===== config.mk =====
export PLATFORM = sky130hd
export DESIGN_NAME = pulse_blinker
export DESIGN_NICKNAME = d
export VERILOG_FILES = /design/src/rtl/pulse_blinker.sv
export SDC_FILE = /design/constraint.sdc
export NUM_CORES = 1
export LEC_CHECK = 0
export ABC_AREA = 1
export BUFFER_PORTS_ARGS = -buffer_cell sky130_fd_sc_hd__buf_4
export CAP_MARGIN = 5
export CORE_ASPECT_RATIO = 1.2
export CORE_MARGIN = 2
export CORE_UTILIZATION = 61
export DETAILED_ROUTE_END_ITERATION = 16
export PLACE_DENSITY = 0.81
export SLEW_MARGIN = 20
export SYNTH_ARGS = -nofsm -noshare
export SYNTH_HDL_FRONTEND = slang
export SYNTH_SLANG_ARGS = --single-unit

===== constraint.sdc =====
create_clock -name clk -period 2.6 [get_ports clk]
set_input_delay 0.39 -clock clk [delete_from_list [all_inputs] [get_ports clk]]
set_output_delay 0.39 -clock clk [all_outputs]
set_load 0.01 [all_outputs]

===== src/rtl/pulse_blinker.sv =====
// Turns single-cycle event pulses into human-visible blinks of fixed on/off length.
// Events arriving while a blink is in progress are queued in a saturating counter.
module pulse_blinker #(
  parameter int HOLD_CYC = 10000000,
  parameter int GAP_CYC  = 10000000,
  parameter int CNT_W    = 28,
  parameter int PEND_W   = 4
) (
  input  logic              clk,
  input  logic              rst,
  input  logic              x,
  output logic              y,
  output logic              busy,
  output logic [PEND_W-1:0] pend,
  output logic              ovf
);

  localparam logic [CNT_W-1:0]  HOLD_LAST = CNT_W'(HOLD_CYC - 1);
  localparam logic [CNT_W-1:0]  GAP_LAST  = CNT_W'(GAP_CYC - 1);
  localparam logic [PEND_W-1:0] PEND_MAX  = '1;

  typedef enum logic [1:0] {IDLE, ON, OFF} state_t;

  // Declaration initialisers give defined state at configuration time, before any rst.
  state_t            state     = IDLE;
  logic [CNT_W-1:0]  timer     = '0;
  logic              y_reg     = 1'b0;
  logic              busy_reg  = 1'b0;
  logic [PEND_W-1:0] pend_reg  = '0;
  logic              ovf_reg   = 1'b0;

  state_t            state_nxt;
  logic [CNT_W-1:0]  timer_nxt;
  logic              y_nxt;
  logic              busy_nxt;
  logic [PEND_W-1:0] pend_nxt;
  logic              ovf_nxt;
  logic              start_opp;

  always_ff @(posedge clk or posedge rst) begin
    if (rst) begin
      state    <= IDLE;
      timer    <= '0;
      y_reg    <= 1'b0;
      busy_reg <= 1'b0;
      pend_reg <= '0;
      ovf_reg  <= 1'b0;
    end else begin
      state    <= state_nxt;
      timer    <= timer_nxt;
      y_reg    <= y_nxt;
      busy_reg <= busy_nxt;
      pend_reg <= pend_nxt;
      ovf_reg  <= ovf_nxt;
    end
  end

  always_comb begin
    state_nxt = state;
    timer_nxt = timer + 1'b1;
    y_nxt     = y_reg;
    pend_nxt  = pend_reg;
    ovf_nxt   = ovf_reg;
    start_opp = (state == IDLE) || ((state == OFF) && (timer == GAP_LAST));

    if (start_opp) begin
      timer_nxt = '0;
      if ((pend_reg != '0) || x) begin
        state_nxt = ON;
        y_nxt     = 1'b1;
        // A queued event starts first; a simultaneous new event takes its queue slot.
        if ((pend_reg != '0) && !x) begin
          pend_nxt = pend_reg - 1'b1;
        end
      end else begin
        state_nxt = IDLE;
        y_nxt     = 1'b0;
      end
    end else begin
      if ((state == ON) && (timer == HOLD_LAST)) begin
        state_nxt = OFF;
        timer_nxt = '0;
        y_nxt     = 1'b0;
      end
      if (x) begin
        if (pend_reg == PEND_MAX) begin
          ovf_nxt = 1'b1;
        end else begin
          pend_nxt = pend_reg + 1'b1;
        end
      end
    end

    busy_nxt = (state_nxt != IDLE);
  end

  assign y    = y_reg;
  assign busy = busy_reg;
  assign pend = pend_reg;
  assign ovf  = ovf_reg;

endmodule


=== Word-level counts from Yosys, hierarchy flattened ===
Index checks and enable logic that the tools add are counted.

* Add/sub/neg operators: 3
* Equal/unequal tests: 7
* Muxes and demuxes: 13
* Bitwise operators: 1
* Reduce and logical (&&, ||, !) cells: 13

{| class="wikitable"
|+ Operator list
! kind !! number
|-
| two-way mux 28 bit || 2
|-
| adder 28 x 1 -> 28 bit, second input constant || 1
|-
| equality test 28 x 24 -> 1 bit, second input constant || 1
|-
| two-way mux 4 bit || 5
|-
| nonzero test 2 bit || 3
|-
| adder 4 x 1 -> 4 bit, second input constant || 1
|-
| equality test 4 bit, second input constant || 1
|-
| two-way mux 1 bit || 4
|-
| two-way mux 2 bit || 2
|-
| != test 2 x 1 -> 1 bit, second input constant || 2
|-
| AND reduction 4 bit || 1
|-
| nonzero test 4 bit || 1
|-
| subtractor 4 x 1 -> 4 bit, second input constant || 1
|-
| logical AND 1 bit || 3
|-
| AND reduction 3 bit || 1
|-
| equality test 2 x 1 -> 1 bit, second input constant || 1
|-
| equality test 2 bit, second input constant || 1
|-
| zero test 2 bit || 1
|-
| logical OR 1 bit || 2
|-
| != test 2 bit, second input constant || 1
|-
| zero test 1 bit || 1
|-
| NOT 1 bit || 1
|}

* Bits in registers: 37
* Bits of input ports: 3
* Output and inout bits: 7
* Logic and storage cells: 43

=== Longest topological paths before layout ===
Gate-level depths: netlist (run 1).

* Depth after elaboration: 5
* Gate-level depth with buffers: 21
* Mapped depth without buffers: 20

=== Worst setup path after synthesis (run 1) ===
Ideal clock, no wire load.

* Path kind: register to register
* From: reg timer[0]
* To: reg pend_reg[3] (netlist: pend[3])
* Library setup time: 117 ps
* Arrival time: 2265 ps
* Data required time: 2483 ps
* Setup slack: 218 ps
* Stages on the path, launching flop included: 22
* Buffers on the path: 1
* Period minus slack after synthesis: 2382 ps
* Path through: dfrtp_1 -> ha_1 -> nand2_2 -> nor2_4 -> nand2_1 -> nor2_2 -> nand2_2 -> nand2_4 -> nand2_4 -> clkinv_4 -> buf_4 -> ha_1 -> nand2_1 -> nand2_1 -> a31oi_1 -> inv_1 -> nand3_1 -> nand2_1 -> inv_1 -> nand2_1 -> nand2_1 -> nand2_1

* Cells in the longest elaborated chain, start to end: 5
* Elaborated cells between the ends (all ways): 9
* Those cells by class: eq/ne (4); mux (1); reduce/logical (4)

{| class="wikitable"
|+ RTL lines
! element !! RTL line !! text
|-
| start, declared || 26 || <nowiki>logic [CNT_W-1:0] timer = '0;</nowiki>
|-
| start signal, assigned || 50 || <nowiki>timer <= timer_nxt;</nowiki>
|-
| equality test 28 x 24 -> 1 bit (*) || 64 || <nowiki>start_opp = (state == IDLE) || ((state == OFF) && (timer == GAP_LAST));</nowiki>
|-
| logical AND 1 bit (*) || 64 ||
|-
| logical OR 1 bit (*) || 64 ||
|-
| != test 2 x 1 -> 1 bit (no line), or another cell as far along || -- ||
|-
| AND reduction 4 bit (no line) || -- ||
|-
| end signal, assigned || 53 || <nowiki>pend_reg <= pend_nxt;</nowiki>
|-
| end, declared || 29 || <nowiki>logic [PEND_W-1:0] pend_reg = '0;</nowiki>
|}

Every way passes the cells marked *; elsewhere a longest branch is shown, timed or not.
A chain may end at the register's enable or synchronous reset.

=== Final worst setup path (run 1) ===
Ends and elaborated chain as after synthesis.

==> impl_metrics.py, run 1 <==
metrics = {
    "run_status": {
        "status": "completed",
    },
    "finish": {
        "fin_nets": 309,
        "largest_reg_flops": 28,
        "multiInputGateArea_um2": 1180,
        "layout_common_cells": "nand2_1 (62), nor2_1 (54), dfrtp_1 (37)",
        "layout_commonest_cell": "nand2_1",
        "drive_gt1_share_pct": 16.2,
        "antennaDiodeCount": 0,
        "seq_area_um2": 926,
        "area_growth_pct": 13.2,
        "num-fill-cells": 283,
    },
    "clock_network": {
        "cts_root_buffer": "clkbuf_8",
        "cts_tree": "built",
        "numCtsBuffers": 5,
        "cts_buffer_depth": 2,
        "clock_latency_ns": 0.30,
        "ctsHoldBuffers": 0,
        "htreeDepth": 2,
        "cts_sinks": 37,
        "path_clk_slew_ns": 0.08,
    },
    "placed_design": {
        "routabilityCongestion": 0.936,
        "io_buffers": 9,
        "dp_hpwl_um": 3730,
    },
    "setup_path": {
        "arrival_ns": 2.57,
        "critical_path_class": "flip-flop to flip-flop",
        "cpMostUsedCell": "nand2_1",
        "crit_chain": "ha_4 -> nand2_2 -> nor2_4 -> nand2_1 -> nor2_2 -> nand2_2 -> nand2_4 -> nand2_4 -> clkinv_4 -> ha_4 -> nand2_1 -> nand2_1 -> a31oi_2 -> inv_1 -> nand3_1 -> nand2_1 -> inv_1 -> nand2_1 -> nand2_1 -> nand2_1",
        "setup.worst_path.end_class": "flip-flop",
        "worst-path-max-fanout": 9,
        "critical-path-max-stage-delay_ns": 0.41,
        "critPathRequiredTime_ns": 2.79,
        "start_kind": "flip-flop",
        "critPathSlowestCell": "dfrtp_1",
    },
    "grt": {
        "grt_usage_pct": 27.5,
        "grt_pass1_wl_um": 8500,
        "grt_pass1_vias": 1908,
        "grt_max_degree": 38,
        "antenna_found_initial": 0,
        "grt_overflow_total": 0,
    },
    "flow_run": {
        "max_cap_violations": 0,
    },
    "power_and_ir_drop": {
        "ir_drop_mv": 0.738,
        "total_power_mw": 1.42,
        "p_per_area_nw_per_um2": 567,
        "leakage_nw": 1.16,
    },
    "yosys": {
        "synth_ff_type": "dfrtp_1",
        "synth_seq_area_share_pct": 41.8,
        "syn_nets": 289,
        "synth_top_family_by_area": "simple AND/OR/NAND/NOR gates",
        "syn_area_um2": 2220,
        "synth-simple-area-share_pct": 39.3,
        "synth_compound_area_share_pct": 2.15,
        "avgSynthCellArea_um2": 7.86,
        "synthAdderAreaFrac_pct": 2.60,
        "synth_warnings": 0,
        "ys_types": 32,
        "synthArstFlopShare_pct": 100,
        "ys_ff_latch": 37,
        "syn-instance-count": 282,
        "synth-edff-count": 0,
        "synthXorXnorAreaFrac_pct": 7.51,
        "synthMuxAreaShare_pct": 0,
    },
    "routing": {
        "routed_via_density": 5.45,
        "num_vias": 1865,
        "drt_wl_total_um": 5030,
        "drt_first_pass_iters": 4,
        "drt_iter0_markers": 110,
        "drc": 0,
        "ant_nets": 0,
        "drt-wirelength-per-cell_um": 14.7,
    },
    "timing": {
        "drv_slew": 0,
        "max-slew-margin-rel_pct": 69.0,
        "finalHoldViolCount": 0,
        "max_freq_ghz": 0.420,
        "fin_skew_ns": 0.00507,
        "finalCriticalPeriod_ns": 2.38,
        "finalCritPeriodShare_pct": 91.5,
        "tightest_slew_ns": 0.464,
        "setup_viol": 0,
        "finalSetupTns_ns": 0,
    },
    "floorplan": {
        "ios": 10,
        "dieWidth_um": 59.0,
        "rows": 24,
        "die_h_um": 70.0,
        "coreArea_um2": 3540,
        "dieArea_um2": 4130,
        "initial_core_util_pct": 62.5,
    },
    "hold_path": {
        "hold_path.class": "input pin to async pin",
    },
}
## layout make-up
| cell class | instances | area share (%) |
|---|---|---|
| timing repair buffer | 15 | 4.49 |
| clock buffer | 7 | 3.44 |
| multi-input combinational | 210 | 46.9 |
| clock inverter | 1 | 1.20 |
| sequential | 37 | 36.9 |
| inverter | 33 | 5.14 |
| tap | 39 | 1.95 |
## cell families (layout without fill, tap and decap cells)
| logic type | after synthesis | in the layout |
|---|---|---|
| and+or+nand+nor | 179 | 179 |
| DFF | 37 | 37 |
| buffers and inverters | 35 | 56 |
| xor gates and xnor gates | 19 | 19 |
| AOI/OAI and AO/OA | 8 | 8 |
| adders and majority gates | 4 | 4 |
## critical path, delay by kind of cell (launching register included)
family	cells	cell delay, ns
buffers and inverters	3	0.23
DFF	1	0.41
and+or+nand+nor	14	1.08
AOI/OAI and AO/OA	1	0.16
adders and majority gates	2	0.37
## where the power goes
part	leakage, nW	switching (mW)	internal [mW]
registers	0.479	0.0623	0.613
clock network	0.0585	0.215	0.313
logic	0.621	0.112	0.108
## cell usage after synthesis, types with 2 or more instances
cell type  count  share of area, %
nand3_1       12               2.7
nand2_4        3               1.5
inv_1         32               5.4
dfrtp_1       37                42
nand2_2        5               1.4
nor3_1        13               2.9
xor2_1        18               7.1
nor3_2         3               1.4
nor3b_1        3               1.0
o21ai_0        4              0.90
nor4_1         3              0.85
nand3_2        2              0.90
nor2_2         3              0.85
nor2_1        55               9.3
nand4_1        7               2.0
nor2_4         3               1.5
ha_1           3               1.7
nand2_1       62                11
## through the flow
stage | hold WS (ns) | instance area, µm² | setup WS [ns] | utilization, % | instances
after floorplan | 0.450 | 2220 | 0.218 | - | 282
after global placement | 0.467 | 2330 | 0.265 | 65.7 | 330
after detailed placement | 0.468 | 2330 | 0.120 | 65.7 | 330
after CTS | 0.217 | 2440 | 0.107 | 69.0 | 338
after global routing | 0.266 | 2510 | -0.000163 | 70.8 | 342
final | 0.212 | 2510 | 0.221 | 70.8 | 342
## per-layer routing
layer | track usage (%) | up-vias | wire length, µm
met3 | 5.74 | 10 | 186
met4 | 12.6 | 0 | 110
met2 | 44.1 | 42 | 2540
met5 | 0 | - | 0
li1 | - | 932 | -
met1 | 35.1 | 881 | 2190
## worst paths after layout
kind	slack, ns	end	startpoint	cells after the start
max	0.22	pend[3]	timer[0]	20
min	0.21	state[1]	rst	3
max reg2reg	0.22	pend[3]	timer[0]	20
min reg2reg	0.48	ovf	ovf	1
max in group asynchronous	2.07	pend[2]	rst	3
min in group clk	0.35	state[0]	x	3
## what timing repair did
action,CTS,global route
setup endpoints to repair,0,1
gates resized for setup,0,5
setup buffers,0,4
endpoints found under the hold margin,0,0
(Power assumes the default switching activity.)
==> inputs of run 2 (changes only) <==
--- a/config.mk
+++ b/config.mk
@@ -10,9 +10,9 @@
 export CAP_MARGIN = 5
 export CORE_ASPECT_RATIO = 1.2
 export CORE_MARGIN = 2
-export CORE_UTILIZATION = 61
+export CORE_UTILIZATION = 30
 export DETAILED_ROUTE_END_ITERATION = 16
-export PLACE_DENSITY = 0.81
+export PLACE_DENSITY = 0.47
 export SLEW_MARGIN = 20
 export SYNTH_ARGS = -nofsm -noshare
 export SYNTH_HDL_FRONTEND = slang
==> run 2 against run 1 <==
- clock skew rose by 0.0031 ns
- worst hold slack barely moved
- combinational power fell by 8%
- register-to-register slack barely moved
- flip-flop and latch count did not move
- clock power fell by 24%
- die area rose by 96%
- sequential share of layout area fell by 0.44 points
- wire length rose by 3.9%
- first-iteration DRC count rose by 18%
- critical endpoint unchanged
==> impl_metrics.py, run 2 (synthesis gave the netlist of run 1 again) <==
metrics = {
    "run_status": {
        "status": "completed",
    },
    "power_and_ir_drop": {
        "total_power_mw": 1.27,
        "p_per_area_nw_per_um2": 501,
        "swShare_pct": 29.5,
        "seqPwrFrac_pct": 52.5,
        "pwr-share-clk_pct": 31.6,
        "leakage_nw": 1.16,
        "p_comb_share_pct": 15.9,
        "ir_drop_mv": 0.345,
        "intPower_mw": 0.896,
        "p_sw_mw": 0.376,
    },
    "setup_path": {
        "r2r_setup_slack_ns": 0.22,
        "crit_chain": "ha_4 -> nand2_2 -> nor2_4 -> nand2_1 -> nor2_2 -> nand2_2 -> nand2_4 -> nand2_4 -> clkinv_4 -> ha_1 -> nand2_1 -> nand2_1 -> a31oi_1 -> inv_1 -> nand3_1 -> nand2_1 -> inv_1 -> nand2_1 -> nand2_1 -> nand2_1",
        "worst-path-max-fanout": 9,
        "critPathRequiredTime_ns": 2.79,
        "critical-path-max-stage-delay_ns": 0.41,
        "start_kind": "flip-flop",
        "setup.worst_path.end_class": "flip-flop",
        "cpMostUsedCell": "nand2_1",
        "critical_path_class": "flip-flop to flip-flop",
        "critPathSlowestCell": "dfrtp_1",
        "arrival_ns": 2.58,
    },
    "timing": {
        "max_freq_ghz": 0.420,
        "fin_skew_ns": 0.00822,
        "finalCriticalPeriod_ns": 2.38,
        "timing.hold.ws_ns": 0.212,
        "finalCritPeriodShare_pct": 91.6,
        "finalHoldViolCount": 0,
        "drv_slew": 0,
        "tightest_slew_ns": 0.475,
        "setup_viol": 0,
        "finalSetupTns_ns": 0,
        "max-slew-margin-rel_pct": 68.4,
    },
    "clock_network": {
        "ctsHoldBuffers": 0,
        "cts_sinks": 37,
        "path_clk_slew_ns": 0.08,
        "htreeDepth": 2,
        "cts_root_buffer": "clkbuf_8",
        "numCtsBuffers": 5,
        "cts_tree": "built",
        "cts_buffer_depth": 2,
        "clock_latency_ns": 0.29,
    },
    "grt": {
        "grt_usage_pct": 14.5,
        "grt_pass1_wl_um": 8830,
        "grt_max_degree": 38,
        "grt_pass1_vias": 1830,
        "grt_overflow_total": 0,
        "antenna_found_initial": 0,
    },
    "finish": {
        "antennaDiodeCount": 0,
        "fin_nets": 311,
        "layout_commonest_cell": "nand2_1",
        "area_growth_pct": 14.6,
        "drive_gt1_share_pct": 16.4,
        "largest_reg_flops": 28,
        "instances_no_fill": 395,
        "layout_common_cells": "nand2_1 (62), nor2_1 (54), dfrtp_1 (37)",
    },
    "routing": {
        "drt_wl_total_um": 5220,
        "routed-wl-met2_um": 2610,
        "met1_length_um": 2420,
        "drt-wirelength-per-cell_um": 13.2,
        "highest_layer": "met4",
        "drc": 0,
        "dr_wl_met3_um": 146,
        "ant_nets": 0,
        "routed_via_density": 4.61,
        "num_vias": 1819,
        "drt_first_pass_iters": 4,
        "drt_iter0_markers": 130,
    },
    "floorplan": {
        "dieArea_um2": 8090,
        "die_h_um": 98.1,
        "dieWidth_um": 82.5,
        "rows": 34,
        "coreArea_um2": 7190,
        "initial_core_util_pct": 30.8,
        "ios": 10,
    },
    "hold_path": {
        "hold_path.class": "input pin to async pin",
    },
    "placed_design": {
        "dp_hpwl_um": 3950,
        "dp_cells": 382,
        "routabilityCongestion": 0.812,
        "io_buffers": 9,
    },
    "flow_run": {
        "max_cap_violations": 0,
    },
}
[run 2: changes by cell type in the layout (fill, tap and decap cells not counted)]
cell        previous run  this run
a31oi_1                0         1
a31oi_2                1         0
buf_4                 15        17
bufinv_16              1         0
clkbuf_1               1         0
clkbuf_8               6         5
clkinv_2               0         2
clkinvlp_4             0         1
ha_1                   1         2
ha_4                   2         1
[run 2: final timing paths]
path	start	cells after the start	to
worst min register to register	ovf	1	ovf
max in group asynchronous	rst	3	timer[4]
worst max-delay path	timer[1]	20	pend[3]
worst max register to register	timer[1]	20	pend[3]
worst min-delay path	rst	3	busy
min in group clk	x	3	state[0]
[run 2: worst max-delay path: cells and delay by family (launching register included)]
family	cells	cell delay, ns
flip-flops	1	0.41
buffers and inverters	3	0.21
AO/OA/AOI/OAI	1	0.18
adder cells (fa/ha/maj)	2	0.43
AND/OR/NAND/NOR	14	1.06
[run 2: power groups by stage]
| stage | clock, mW | combinational [mW] | sequential [mW] |
|---|---|---|---|
| 6_report | 0.402 | 0.202 | 0.668 |
| 5_1_grt | 0.447 | 0.228 | 0.675 |
| 4_1_cts | 0.425 | 0.207 | 0.669 |
| 3_5_place_dp | 0 | 0.204 | 0.680 |
| 3_3_place_gp | 0 | 0.205 | 0.683 |
| 2_1_floorplan | 0 | 0.103 | 0.687 |
[run 2: metal layers]
metal / GRT usage (%) / vias up
met4: 4.62 / 0
met1: 19.0 / 847
met3: 3.33 / 5
met2: 23.3 / 28
li1: - / 939
met5: 0 / -
[run 2: timing repair]
action / in CTS / in global routing
setup buffers: 0 / 5
setup endpoints to repair: 0 / 1
resized for setup: 0 / 3
[run 2: layout make-up]
class / instances / area (µm²)
fillers: 758 / 4650
repair buffers: 17 / 128
clock buffers: 5 / 68.8
inverters: 33 / 129
clock inverters: 3 / 17.5
multi-input cells: 210 / 1160
flip-flops and latches: 37 / 926
well taps: 90 / 113
[run 2: through the flow]
step                      util (%)  cell area [µm²]  setup WS [ns]
final                         35.3             2540          0.217
after detailed placement      33.4             2400          0.145
after floorplan                  -             2220          0.218
after global routing          35.3             2540        -0.0169
after global placement        33.4             2400          0.230
after CTS                     34.6             2490          0.135
